[config.mk]
export PLATFORM = sky130hd
export DESIGN_NAME = booth_seq_mult
export DESIGN_NICKNAME = d
export VERILOG_FILES = /design/src/rtl/booth_pkg.sv /design/src/rtl/booth_step.sv /design/src/rtl/booth_seq_mult.sv
export SDC_FILE = /design/constraint.sdc
export NUM_CORES = 1
export LEC_CHECK = 0
export ABC_AREA = 1
export BUFFER_PORTS_ARGS = -buffer_cell sky130_fd_sc_hd__buf_2
export CORE_MARGIN = 4
export CORE_UTILIZATION = 29
export CTS_CLUSTER_SIZE = 40
export DETAILED_ROUTE_END_ITERATION = 16
export SYNTH_ARGS = -nofsm -noshare
export SYNTH_HDL_FRONTEND = slang
export SYNTH_SLANG_ARGS = --single-unit
[constraint.sdc]
create_clock -name clk -period 2.6 [get_ports clk]
set_input_delay 0.52 -clock clk [delete_from_list [all_inputs] [get_ports clk]]
set_output_delay 0.52 -clock clk [all_outputs]
set_load 0.1 [all_outputs]
[src/rtl/booth_pkg.sv]
// rtl/booth_pkg.sv - shared types and Booth recoding helper for the sequential multiplier
package booth_pkg;

    typedef enum logic [1:0] {
        IDLE,
        CALC,
        DONE
    } state_e;

    typedef enum logic [1:0] {
        OP_NOP,
        OP_ADD,
        OP_SUB
    } booth_op_e;

    // Radix-2 Booth recoding of the current multiplier bit pair {Q[0], q_1}
    function automatic booth_op_e booth_decode(input logic q0, input logic q_1);
        case ({q0, q_1})
            2'b01:   return OP_ADD;
            2'b10:   return OP_SUB;
            default: return OP_NOP;
        endcase
    endfunction

endpackage

[src/rtl/booth_step.sv]
// rtl/booth_step.sv - one combinational Booth step: add/sub then 1-bit arithmetic shift
module booth_step
    import booth_pkg::*;
#(
    parameter int WIDTH = 8
) (
    input  logic [WIDTH:0]   a,
    input  logic [WIDTH-1:0] q,
    input  logic             q_1,
    input  logic [WIDTH:0]   m,
    output logic [WIDTH:0]   a_next,
    output logic [WIDTH-1:0] q_next,
    output logic             q_1_next
);

    booth_op_e        op;
    logic [WIDTH:0]   sum;

    // Accumulator update chosen by the recoded bit pair
    always_comb begin
        op = booth_decode(q[0], q_1);
        case (op)
            OP_ADD:  sum = a + m;
            OP_SUB:  sum = a - m;
            default: sum = a;
        endcase
    end

    // Arithmetic right shift of {A,Q,q_1}; A's sign bit is replicated
    assign a_next   = {sum[WIDTH], sum[WIDTH:1]};
    assign q_next   = {sum[0], q[WIDTH-1:1]};
    assign q_1_next = q[0];

endmodule

[src/rtl/booth_seq_mult.sv]
// rtl/booth_seq_mult.sv - sequential radix-2 Booth multiplier, optional BOOTH_EARLY_TERM_EN
module booth_seq_mult
    import booth_pkg::*;
#(
    parameter int WIDTH = 8
) (
    input  logic                 clk,
    input  logic                 rst,
    input  logic                 in_valid,
    output logic                 in_ready,
    input  logic [WIDTH-1:0]     multiplicand,
    input  logic [WIDTH-1:0]     multiplier,
    output logic                 out_valid,
    input  logic                 out_ready,
    output logic [2*WIDTH-1:0]   product,
    output logic                 busy
);

    localparam int CNT_W = $clog2(WIDTH + 1);

    state_e                 state;
    logic [WIDTH:0]         a;
    logic [WIDTH:0]         m;
    logic [WIDTH-1:0]       q;
    logic                   q_1;
    logic [CNT_W-1:0]       cnt;

    logic [WIDTH:0]         a_next;
    logic [WIDTH-1:0]       q_next;
    logic                   q_1_next;

    logic                   early_done;
    logic [2*WIDTH-1:0]     early_prod;

    booth_step #(
        .WIDTH (WIDTH)
    ) u_step (
        .a        (a),
        .q        (q),
        .q_1      (q_1),
        .m        (m),
        .a_next   (a_next),
        .q_next   (q_next),
        .q_1_next (q_1_next)
    );

`ifdef BOOTH_EARLY_TERM_EN
    logic [WIDTH-1:0] rem_mask;

    // Finish early when the unexamined multiplier bits plus q_1 recode to all NOPs;
    // the remaining steps would only shift, so shift by cnt at once. q[0] is the
    // bit shifted out first, so dropping it folds one shift into the vector.
    always_comb begin
        rem_mask   = ~({WIDTH{1'b1}} << cnt);
        early_done = (((q & rem_mask) == '0) && !q_1) ||
                     (((q & rem_mask) == rem_mask) && q_1);
        early_prod = $signed({a, q[WIDTH-1:1]}) >>> (cnt - CNT_W'(1));
    end
`else
    assign early_done = 1'b0;
    assign early_prod = '0;
`endif

    // Control FSM, operand registers and registered handshake outputs
    always_ff @(posedge clk) begin
        if (rst) begin
            state     <= IDLE;
            in_ready  <= 1'b1;
            out_valid <= 1'b0;
            busy      <= 1'b0;
            product   <= '0;
            a         <= '0;
            m         <= '0;
            q         <= '0;
            q_1       <= 1'b0;
            cnt       <= '0;
        end else begin
            case (state)
                IDLE: begin
                    if (in_valid && in_ready) begin
                        a        <= '0;
                        q        <= multiplier;
                        q_1      <= 1'b0;
                        m        <= {multiplicand[WIDTH-1], multiplicand};
                        cnt      <= CNT_W'(WIDTH);
                        state    <= CALC;
                        in_ready <= 1'b0;
                        busy     <= 1'b1;
                    end
                end
                CALC: begin
                    if (early_done) begin
                        product   <= early_prod;
                        state     <= DONE;
                        busy      <= 1'b0;
                        out_valid <= 1'b1;
                    end else begin
                        a   <= a_next;
                        q   <= q_next;
                        q_1 <= q_1_next;
                        cnt <= cnt - CNT_W'(1);
                        if (cnt == CNT_W'(1)) begin
                            product   <= {a_next[WIDTH-1:0], q_next};
                            state     <= DONE;
                            busy      <= 1'b0;
                            out_valid <= 1'b1;
                        end
                    end
                end
                DONE: begin
                    if (out_valid && out_ready) begin
                        state     <= IDLE;
                        out_valid <= 1'b0;
                        in_ready  <= 1'b1;
                    end
                end
                default: begin
                    state     <= IDLE;
                    in_ready  <= 1'b1;
                    out_valid <= 1'b0;
                    busy      <= 1'b0;
                end
            endcase
        end
    end

endmodule
==> impl_results.md, run 1 <==
* Final hold vios at 0
* CTS HTree Levels at 2
* Routability cong. at roughly 0.88
* WL/cell at around 12 microns
* Cell variety after synth at 32
* Synth Flop Type: dfxtp_1
* # Post-CTS Setup Buffers at 0
* PwrDens at ~700 nW/um^2
* Standard-cell rows at 33
* Fin. max-slew vios at 0
* Asr flop ratio synth at 0%
* Arrival time at the worst endpoint at 2.53 ns
* Logic pwr share at between 30% and 40%
* Post-synthesis sequential area ratio at approximately 39%
* TritonRoute pass-1 iters at 4
* Mapped Area at 2547 sq um
* Critical Path Source Type: flop
* Max cap viols at 0
* Final WS setup at approximately 0.27 ns
* DRT iter0 DRCs at about 150
* Gr ovfl total at 0
* Fillers at 904
* GR peak layer: met2
* Met2 GRT Util at between 20% and 30%
* Largest family of logic cells by synthesized area: simple AND/OR/NAND/NOR gates
* I/O pins at 39
* Worst IR Drop VDD at 349.3 uV
* Hold path startpoint: multiplicand[3]
* TritonCTS buffer count at 5
* NetSw at approximately 0.8 mW
* Post-synth EDFFs at 0
* Min Tclk post-route at between 2 and 2.5 ns
* Die W at ~100 microns
* Syn nets at ~400
* Initial Utilization at between 30% and 40%
* Worst Path Required at around 2.8 ns
* Syn. warnings at 0
* Worst Setup SP: m[0]
* Worst-Skew Late Latency at approximately 0.31 ns
* Initial antenna violation count at 0
* Run status: finished clean
* Total track usage at 11.95%
* Path type of the worst setup path: reg -> reg
* CTS tree: yes
* HPWL after detailed placement at around 4.5 mm
* Grt met1 use at 15.51%
* Antenna Cells at 0
* I/O Buffers at 38
* Area taken by multi-input logic gates at around 1400 sq um
* Post-synthesis mux area share at 0%
* Cts hold-fix bufs at 0
* Clk sinks at 50
* First-pass GRT wire length at roughly 10 mm
* Cell-internal power at approximately 1.3 mW
* Die Area at about 10000 sq um
* Core Box Area at between 8000 and 9000 sq um
* Final wirelength at 5.966 mm
* CP endpoint kind: flop
* Share of post-route cells with drive strength above 1 at a little under a fifth
* Layout Cells excl Fill at around 500
* Remaining DRCs at 0
* Switch share at roughly two fifths
* Adder-cell share of the synthesized area at under 10%
* Cts repair resizes at 0
* HP Class: in -> reg
* Maximum number of pins on one net before global-route repair at 25
* Crit share post-route at 89.59%
* Setup violators final at 0
* Simple-gate share of the synthesized area at 23.92%
* Placed instance area at approximately 2800 sq um
* Final net count at 432
* Vias in the first global route at between 2000 and 2500
* Fin Clk Skew at about 0.0089 ns
* Die height at approximately 100 microns
* Clock Tree Root: clkbuf_8
* Vias at roughly 2400
* Clock Tree Buf Depth at 2
* Syn_area_per_cell at 7.037 sq um
* Reg area at 1002 sq um
* Post-Synthesis Cells at ~360
* Reg2reg start: m[0]
* Clock power share at approximately a quarter
* Yosys reg bits at 50
* P&R area growth vs syn at 18.62%
* Worst-Margin Slew at slightly below 0.5 ns
* Commonest non-fill, non-tap cells in the layout: nand2_1, dfxtp_1, inv_1, a21oi_1, buf_2
* Max Freq at ~0.43 GHz
* Pre-CTS WS at around 0.076 ns
* CP Max Fanout at 5
* Post-synthesis compound-gate area fraction at between 10% and 20%
* Leakage at between 1 and 1.5 nW
* Relative slew slack at around 68%
* Placed cells at 497
* Design area at approximately 3000 sq um
* Commonest non-fill, non-tap cell in the layout: nand2_1
* Synth Area in XOR/XNOR at roughly 2.1%
* Seq pwr share at roughly two fifths
* Vias/cell at between 4 and 5
* Post-route ant nets at 0
* Worst-path clk slew at around 0.10 ns
* Grt met3 use at 2.410%
per-stage QoR:
| step | hold WS (ns) | util, % | TNS, ns | power [mW] |
|---|---|---|---|---|
| 6_report | 0.4379 | 36.05 | 0 | 2.088 |
| 5_1_grt | 0.4311 | 36.05 | -0.01872 | 2.256 |
| 4_1_cts | 0.4332 | 35.06 | 0 | 2.048 |
| 3_5_place_dp | 0.4494 | 33.90 | 0 | 1.561 |
| 3_3_place_gp | 0.4481 | 33.90 | 0 | 1.546 |
| 2_1_floorplan | 0.4390 | - | 0 | 1.410 |
Yosys cell counts, types with 2 or more instances:
cell,n,area share (%)
a21oi_1,41,8.1
a22oi_1,7,2.1
a31oi_1,3,0.74
buf_2,4,0.79
buf_4,3,0.88
clkbuf_1,6,0.88
dfxtp_1,50,39
ha_1,12,5.9
inv_1,43,6.3
inv_2,2,0.29
nand2_1,97,14
nand3_1,11,2.2
nand4_1,2,0.49
nor2_1,31,4.6
nor2_2,2,0.49
nor3_1,3,0.59
o211ai_1,2,0.59
o21ai_0,21,4.1
o21bai_1,2,0.59
o31ai_1,3,0.88
or2_2,2,0.49
xnor2_1,3,1.0
xor2_1,3,1.0
routing by layer:
layer / part of all wire [%] / wire length (microns)
met4: 0.67 / 40
met1: 48 / 2845
met5: 0 / 0
met2: 48 / 2877
met3: 3.4 / 203
power by group through the flow:
| stage | sequential, mW | combinational (mW) | clock, mW |
|---|---|---|---|
| finish | 0.869 | 0.733 | 0.486 |
| global route | 0.877 | 0.838 | 0.541 |
| CTS | 0.864 | 0.681 | 0.502 |
| detailed placement | 0.882 | 0.679 | 0 |
| global placement | 0.881 | 0.666 | 0 |
| floorplan | 0.942 | 0.468 | 0 |
worst max-delay path, stage by stage (launching register included):
cell     delay [ns]
dfxtp_2        0.34
inv_1          0.07
ha_1           0.14
inv_1          0.07
nor2_4         0.13
nand3_1        0.08
nand2_1        0.08
xor2_1         0.15
inv_1          0.09
ha_4           0.29
nand2_1        0.07
nor2_1         0.10
nand3_1        0.07
nand2_1        0.08
inv_1          0.04
nand2_1        0.08
nand3_1        0.07
nand2_1        0.06
nand2_1        0.06
o21ai_1        0.11
inv_1          0.05
worst paths after layout:
check | to | slack (ns) | cells past startpoint
setup / recovery | product[15] | 0.27 | 20
hold / removal | m[3] | 0.44 | 3
setup reg to reg | product[15] | 0.27 | 20
hold reg to reg | product[7] | 0.46 | 2
cell families after synthesis:
group / after synthesis
AOI/OAI and AO/OA: 83
xor gates and xnor gates: 6
adders and majority gates: 13
buffers and inverters: 60
DFF: 50
and+or+nand+nor: 150
registers in the layout, indices dropped and copies added (netlist names), 2 cells and up:
| register | flops |
|---|---|
| product | 16 |
| a | 8 |
| m | 8 |
| q | 8 |
| cnt | 4 |
| state | 2 |
area by class of cell:
class	instances	area share (%)
clock buffers	5	2.277
clock inverters	3	0.9524
well taps	105	4.348
inverters	45	5.590
flip-flops and latches	50	33.17
multi-input cells	252	45.63
repair buffers	45	8.033
Note: power is estimated with default switching activity, not from simulation.
==> inputs of run 2 (changes only) <==
--- a/config.mk
+++ b/config.mk
@@ -7,7 +7,7 @@
 export LEC_CHECK = 0
 export ABC_AREA = 1
 export BUFFER_PORTS_ARGS = -buffer_cell sky130_fd_sc_hd__buf_2
-export CORE_MARGIN = 4
+export CORE_MARGIN = 2
 export CORE_UTILIZATION = 29
 export CTS_CLUSTER_SIZE = 40
 export DETAILED_ROUTE_END_ITERATION = 16
==> constraint.sdc (replaced) <==
create_clock -name clk -period 2.6 [get_ports clk]
set_input_delay 0.26 -clock clk [delete_from_list [all_inputs] [get_ports clk]]
set_output_delay 0.26 -clock clk [all_outputs]
set_load 0.1 [all_outputs]
==> run 2 against run 1 <==
Compared with the run above:
- combinational power down 2%
- hold slack got worse by 0.26 ns
- final cell count is 0.59% higher
- non-clock buffer count stayed put
- flip-flop and latch count did not move
- clock-buffer cell count is the same
- sequential power about the same
- sequential share of layout area up 0.15 points
- clock skew is 0.0010 ns lower
- setup slack got worse by 0.040 ns
- critical endpoint is now product[14]
- largest power group unchanged
==> impl_results.md, run 2 (synthesis gave the netlist of run 1 again) <==
* Post-route ant nets at 0
* Final core area utilization at 34.83%
* Max cap viols at 0
* Worst IR Drop VDD at 297.4 uV
* Leakage at ~1.4 nW
* Fin Clk Skew at roughly 0.0079 ns
* Design area at approximately 3000 sq um
* Critical Path Source Type: flop
* Crit share post-route at between 90% and 100%
* Worst Path Required at 2.81 ns
* TritonCTS buffer count at 5
* FF-to-FF End: product[14]
* Final wirelength at 5.839 mm
* HP Class: in -> reg
* Reg2reg start: m[0]
* Final WS setup at 0.2311 ns
* Worst-Skew Late Latency at 0.31 ns
* Unrepaired setup endpoints after global routing: yes
* Hold path startpoint: multiplicand[4]
* Die Area at ~9600 sq um
* Maximum number of pins on one net before global-route repair at 25
* I/O Buffers at 38
* Initial Utilization at 29.50%
* WL/cell at between 10 and 15 microns
* Clk sinks at 50
* Standard-cell rows at 34
* First-pass GRT wire length at roughly 10 mm
* Die W at ~98 microns
* Arrival time at the worst endpoint at 2.58 ns
* Total track usage at between 10% and 20%
* Final net count at 432
* Final hold vios at 0
* CTS HTree Levels at 2
* Commonest non-fill, non-tap cells in the layout: nand2_1, dfxtp_1, inv_1, a21oi_1, buf_2
* CTS tree: yes
* Hold Path Depth at 3
* I/O pins at 39
* Top reg by flops: product
* Max Freq at between 0.4 and 0.5 GHz
* Relative slew slack at 67.51%
* Path type of the worst setup path: reg -> reg
* Routability cong. at slightly below 0.9
* PwrDens at a little under 700 nW/um^2
* Core Box Area at approximately 8600 sq um
* # Post-CTS Setup Buffers at 0
* Vias at roughly 2400
* Gr ovfl total at 0
* R2r setup slk at 0.23 ns
* Run status: finished clean
* Die height at between 90 and 100 microns
* CP Max Fanout at 4
* Cts hold-fix bufs at 0
* Antenna Cells at 0
* TritonRoute pass-1 iters at 5
* Pre-CTS WS at between 0.02 and 0.025 ns
* Vias/cell at about 4.7
* HPWL after detailed placement at roughly 4.3 mm
* Clock Tree Root: clkbuf_8
* Worst-path clk slew at 0.10 ns
* Min Tclk post-route at between 2 and 2.5 ns
* Initial antenna violation count at 0
* DRT iter0 DRCs at 92
* Share of post-route cells with drive strength above 1 at 18.25%
* CP endpoint kind: flop
* Cell count of the worst reg-to-reg path at 18
* Vias in the first global route at between 2000 and 2500
* Hold Path Sink: m[4]
* Max reg flops at 16
* Setup violators final at 0
* Worst-Margin Slew at between 0.4 and 0.5 ns
* Fin. max-slew vios at 0
* Commonest non-fill, non-tap cell in the layout: nand2_1
* Remaining DRCs at 0
* P&R area growth vs syn at 18.07%
* Clock Tree Buf Depth at 2
* Fillers at 941
* Placed instance area at around 2800 sq um
[run 2: metrics by stage]
stage	std cells	power, mW	TNS (ns)	hold WS, ns
6_report	508	2.079	0	0.1741
3_3_place_gp	500	1.549	0	0.4470
2_1_floorplan	362	1.410	0	0.3949
3_5_place_dp	500	1.558	0	0.4491
4_1_cts	508	2.053	0	0.1667
5_1_grt	508	2.242	-0.05795	0.1705
[run 2: worst max-delay path, stage by stage (launching register included)]
cell and delay, ns:
dfxtp_2 0.35, inv_1 0.08, ha_1 0.14, inv_1 0.06, nor2_4 0.14, inv_2 0.05, o21ai_2 0.11, xnor2_1 0.12
inv_1 0.08, ha_4 0.28, inv_1 0.05, o21bai_1 0.23, a21boi_1 0.13, nand3_1 0.09, nand3_1 0.10, nand2_1 0.08
nand2_1 0.05, o211ai_1 0.08, inv_1 0.05
[run 2: worst max-delay path by stage]
stage / slack, ns / start / to / depth (start not counted)
2_1_floorplan: 0.33 / m[0] / product[14] / 19
3_3_place_gp: 0.19 / q[0] / product[14] / 15
3_5_place_dp: 0.02 / m[1] / product[14] / 19
4_1_cts: 0.03 / m[1] / a[4] / 17
5_1_grt: -0.03 / m[0] / a[7] / 19
6_report: 0.23 / m[0] / product[14] / 18
[run 2: per-layer routing]
metal	GRT usage [%]	share of wire, %	wire, microns
met2	22.12	49	2882
met3	2.662	2.9	170
met5	0	0	0
met1	14.74	46	2668
met4	4.808	2.0	117
[run 2: what timing repair did]
item	in CTS	in global routing
setup endpoints to repair	1	11
gates resized for setup	1	17
pin swaps	0	2
gates cloned	0	0
[run 2: area by class of cell]
class,count,area (sq um),area share (%)
Clock inverter,3,28.78,0.9567
Sequential cell,50,1002,33.32
Multi-Input combinational cell,252,1361,45.26
Clock buffer,5,68.82,2.288
Timing Repair Buffer,45,242.7,8.070
Tap cell,108,135.1,4.493
Inverter,45,168.9,5.616
[run 2: report_power, final]
part	total [mW]	switching [mW]	internal [mW]	leakage, nW
Sequential	0.867	0.0455	0.822	0.408
Combinational	0.721	0.465	0.256	0.893
Clock	0.491	0.291	0.200	0.0502
Total	2.08	0.802	1.28	1.35
==> inputs of run 3 (changes only) <==
--- a/config.mk
+++ b/config.mk
@@ -13,4 +13,5 @@
 export DETAILED_ROUTE_END_ITERATION = 16
 export SYNTH_ARGS = -nofsm -noshare
 export SYNTH_HDL_FRONTEND = slang
+export SYNTH_HIERARCHICAL = 1
 export SYNTH_SLANG_ARGS = --single-unit
==> run 3 against run 2 <==
Compared with the run above:
- via count grew 15%
- register-to-register slack gained 0.03 ns
- core utilization shrank 1.2 points
- final cell count grew 19%
- fmax grew 1.1%
- final area grew 9.3%
- hold slack gained 0.036 ns
- first-iteration DRC count shrank 16%
==> impl_results.md, run 3 <==
* Run status: finished clean
* Maximum number of pins on one net before global-route repair at 35
* Design area at roughly 3300 sq um
* I/O Buffers at 38
* Relative slew slack at roughly two thirds
* Largest family of logic cells by synthesized area: simple AND/OR/NAND/NOR gates
* Asr flop ratio synth at 0%
* PwrDens at just over 700 nW/um^2
* Post-synthesis mux area share at 0%
* Max cap viols at 0
* TritonCTS buffer count at 5
* Mapped Area at between 2000 and 3000 sq um
* Fin. max-slew vios at 0
* Setup violators final at 0
* Simple-gate share of the synthesized area at 34.50%
* Worst-path cell chain: ha_2 > inv_2 > o21ai_0 > xnor2_1 > inv_1 > ha_1 > nand2_1 > inv_1 > a21oi_1 > nand2_1 > nand3_1 > nand3_1 > nand2_1 > nand2_1 > inv_1 > nand2_1 > nand2_1 > nor2_1
* Final core area utilization at about 34%
* Slowest CP cell: dfxtp_1
* Clk sinks at 51
* Worst Setup SP: q[0]
* Cell count of the worst reg-to-reg path at 18
* Worst IR Drop VDD at around 310 uV
* Worst-Margin Slew at between 0.4 and 0.5 ns
* Routability cong. at 0.7706
* Commonest non-fill, non-tap cells in the layout: nand2_1, nor2_1, dfxtp_1, inv_1, nand3_1
* Antenna Cells at 0
* Worst-path clk slew at roughly 0.1 ns
* Clock Tree Buf Depth at 2
* I/O pins at 39
* Final setup TNS at 0 ns
* P&R area growth vs syn at 12.31%
* Pre-CTS WS at approximately 0.12 ns
* CP top delay family: simple AND/OR/NAND/NOR gates
* Final wirelength at between 6 and 7 mm
* Hold Path Depth at 3
* Max Freq at between 0.4 and 0.5 GHz
* Cts hold-fix bufs at 0
* Most frequent cell after synthesis: nand2_1
* Commonest cells in the netlist: nand2_1, nor2_1, dfxtp_1, inv_1, nand3_1
* Remaining DRCs at 0
* Post-synthesis sequential area ratio at between 30% and 40%
* Total track usage at around 12%
* Leakage at between 1 and 1.5 nW
* Final net count at around 500
* First-pass GRT wire length at roughly 11 mm
* Commonest non-fill, non-tap cell in the layout: nand2_1
* Unrepaired setup endpoints after global routing: yes
* Biggest regs: product (16), a (9)
* Top cell type's share of synthesized area at 34.89%
* CTS HTree Levels at 2
* Worst path max stage delay at roughly 0.37 ns
* Reg2reg start: q[0]
* Synth Area in XOR/XNOR at ~1.5%
* Max reg flops at 16
* FF-to-FF End: product[15]
* Leading area contributor after synthesis: dfxtp_1
* Initial Utilization at roughly 30%
* Post-route ant nets at 0
* Final WS setup at ~0.26 ns
* Area contributors post-synth: dfxtp_1, nand2_1, nor2_1
* HP Class: in -> reg
* Post-synth EDFFs at 0
* Die height at between 100 and 150 microns
* Syn nets at roughly 480
* Post-synthesis compound-gate area fraction at about a tenth
* Critical Path Source Type: flop
* Worst Path Required at about 2.8 ns
* Final hold vios at 0
* Clock Tree Root: clkbuf_8
* CP endpoint kind: flop
* Yosys reg bits at approximately 50
* Hold Path Sink: m[3]
* Syn_area_per_cell at roughly 6.6 sq um
* WL/cell at between 10 and 15 microns
* Core Box Area at 9774 sq um
* DRT iter0 DRCs at 77
* Cell variety after synth at 30
* Most used cell, CP: nand2_1
* Fin Clk Skew at 0.008168 ns
* Initial antenna violation count at 0
* Top reg by flops: product
* HPWL after detailed placement at approximately 4.7 mm
* Die Area at roughly 11000 sq um
* Adder-cell share of the synthesized area at 5.814%
* Vias/cell at between 4 and 5
* Post-Synthesis Cells at around 440
* Synth Flop Type: dfxtp_1
* Syn. warnings at 6
* Gr ovfl total at 0
* Vias at around 2700
* TritonRoute pass-1 iters at 4
* CP Max Fanout at 7
* Buf/Inv on CP at 4
* Crit share post-route at 90.13%
* Path type of the worst setup path: reg -> reg
* R2r setup slk at between 0.2 and 0.3 ns
* Vias in the first global route at between 2000 and 3000
* CTS tree: yes
* Arrival time at the worst endpoint at roughly 2.6 ns
* Share of post-route cells with drive strength above 1 at 15.35%
* Die W at about 100 microns
* Fillers at between 1000 and 1500
* Worst-Skew Late Latency at 0.31 ns
* Hold path startpoint: multiplicand[3]
* Placed instance area at roughly 3100 sq um
* Standard-cell rows at 36
* Min Tclk post-route at between 2 and 2.5 ns
[run 3: per-stage QoR]
stage	hold slack [ns]	power, mW	instances
finish	0.2105	2.369	602
global route	0.2301	2.550	602
detailed placement	0.4566	1.769	594
floorplan	0.3291	1.644	443
CTS	0.2129	2.362	602
global placement	0.4497	1.753	594
[run 3: power breakdown]
group          total (mW)  switching, mW  internal, mW
Clock               0.591          0.274         0.317
Sequential          0.906         0.0563         0.849
Combinational       0.872          0.590         0.282
[run 3: repair_timing]
action	CTS	global route
buffers inserted	0	0
gates resized for setup	0	5
endpoints found under the setup margin	0	9
[run 3: area by class of cell]
| cell class | instances | area, sq um | area share [%] |
|---|---|---|---|
| inverter | 52 | 195.2 | 5.938 |
| sequential | 51 | 1021 | 31.06 |
| clock inverter | 2 | 38.79 | 1.180 |
| tap | 133 | 166.4 | 5.063 |
| timing repair buffer | 43 | 227.7 | 6.928 |
| clock buffer | 6 | 82.58 | 2.512 |
| multi-input combinational | 315 | 1555 | 47.32 |
[run 3: cell families after synthesis]
group	count (synthesis)
adder cells (fa/ha/maj)	13
flip-flops	51
XOR/XNOR	5
buffers and inverters	77
AND/OR/NAND/NOR	241
AO/OA/AOI/OAI	56
[run 3: how the worst max path moves through the flow]
stage / endpoint / slack (ns) / cells past startpoint
6_report: product[15] / 0.26 / 18
5_1_grt: product[13] / -0.009 / 15
3_5_place_dp: product[11] / 0.12 / 14
4_1_cts: product[11] / 0.1 / 14
3_3_place_gp: product[11] / 0.15 / 14
2_1_floorplan: a[8] / 0.32 / 16
[run 3: tightest hold or removal path, delay by kind of cell]
family | cells | cell delay (ns)
and+or+nand+nor | 1 | 0.08
buffers and inverters | 1 | 0.07
AOI/OAI and AO/OA | 1 | 0.07
[run 3: routing by layer]
layer	share of wire, %	GRT usage, %	vias up
li1	-	-	1427
met2	50	21.52	49
met5	0	0	-
met4	2.4	4.923	0
met3	3.3	2.068	13
met1	45	14.23	1230
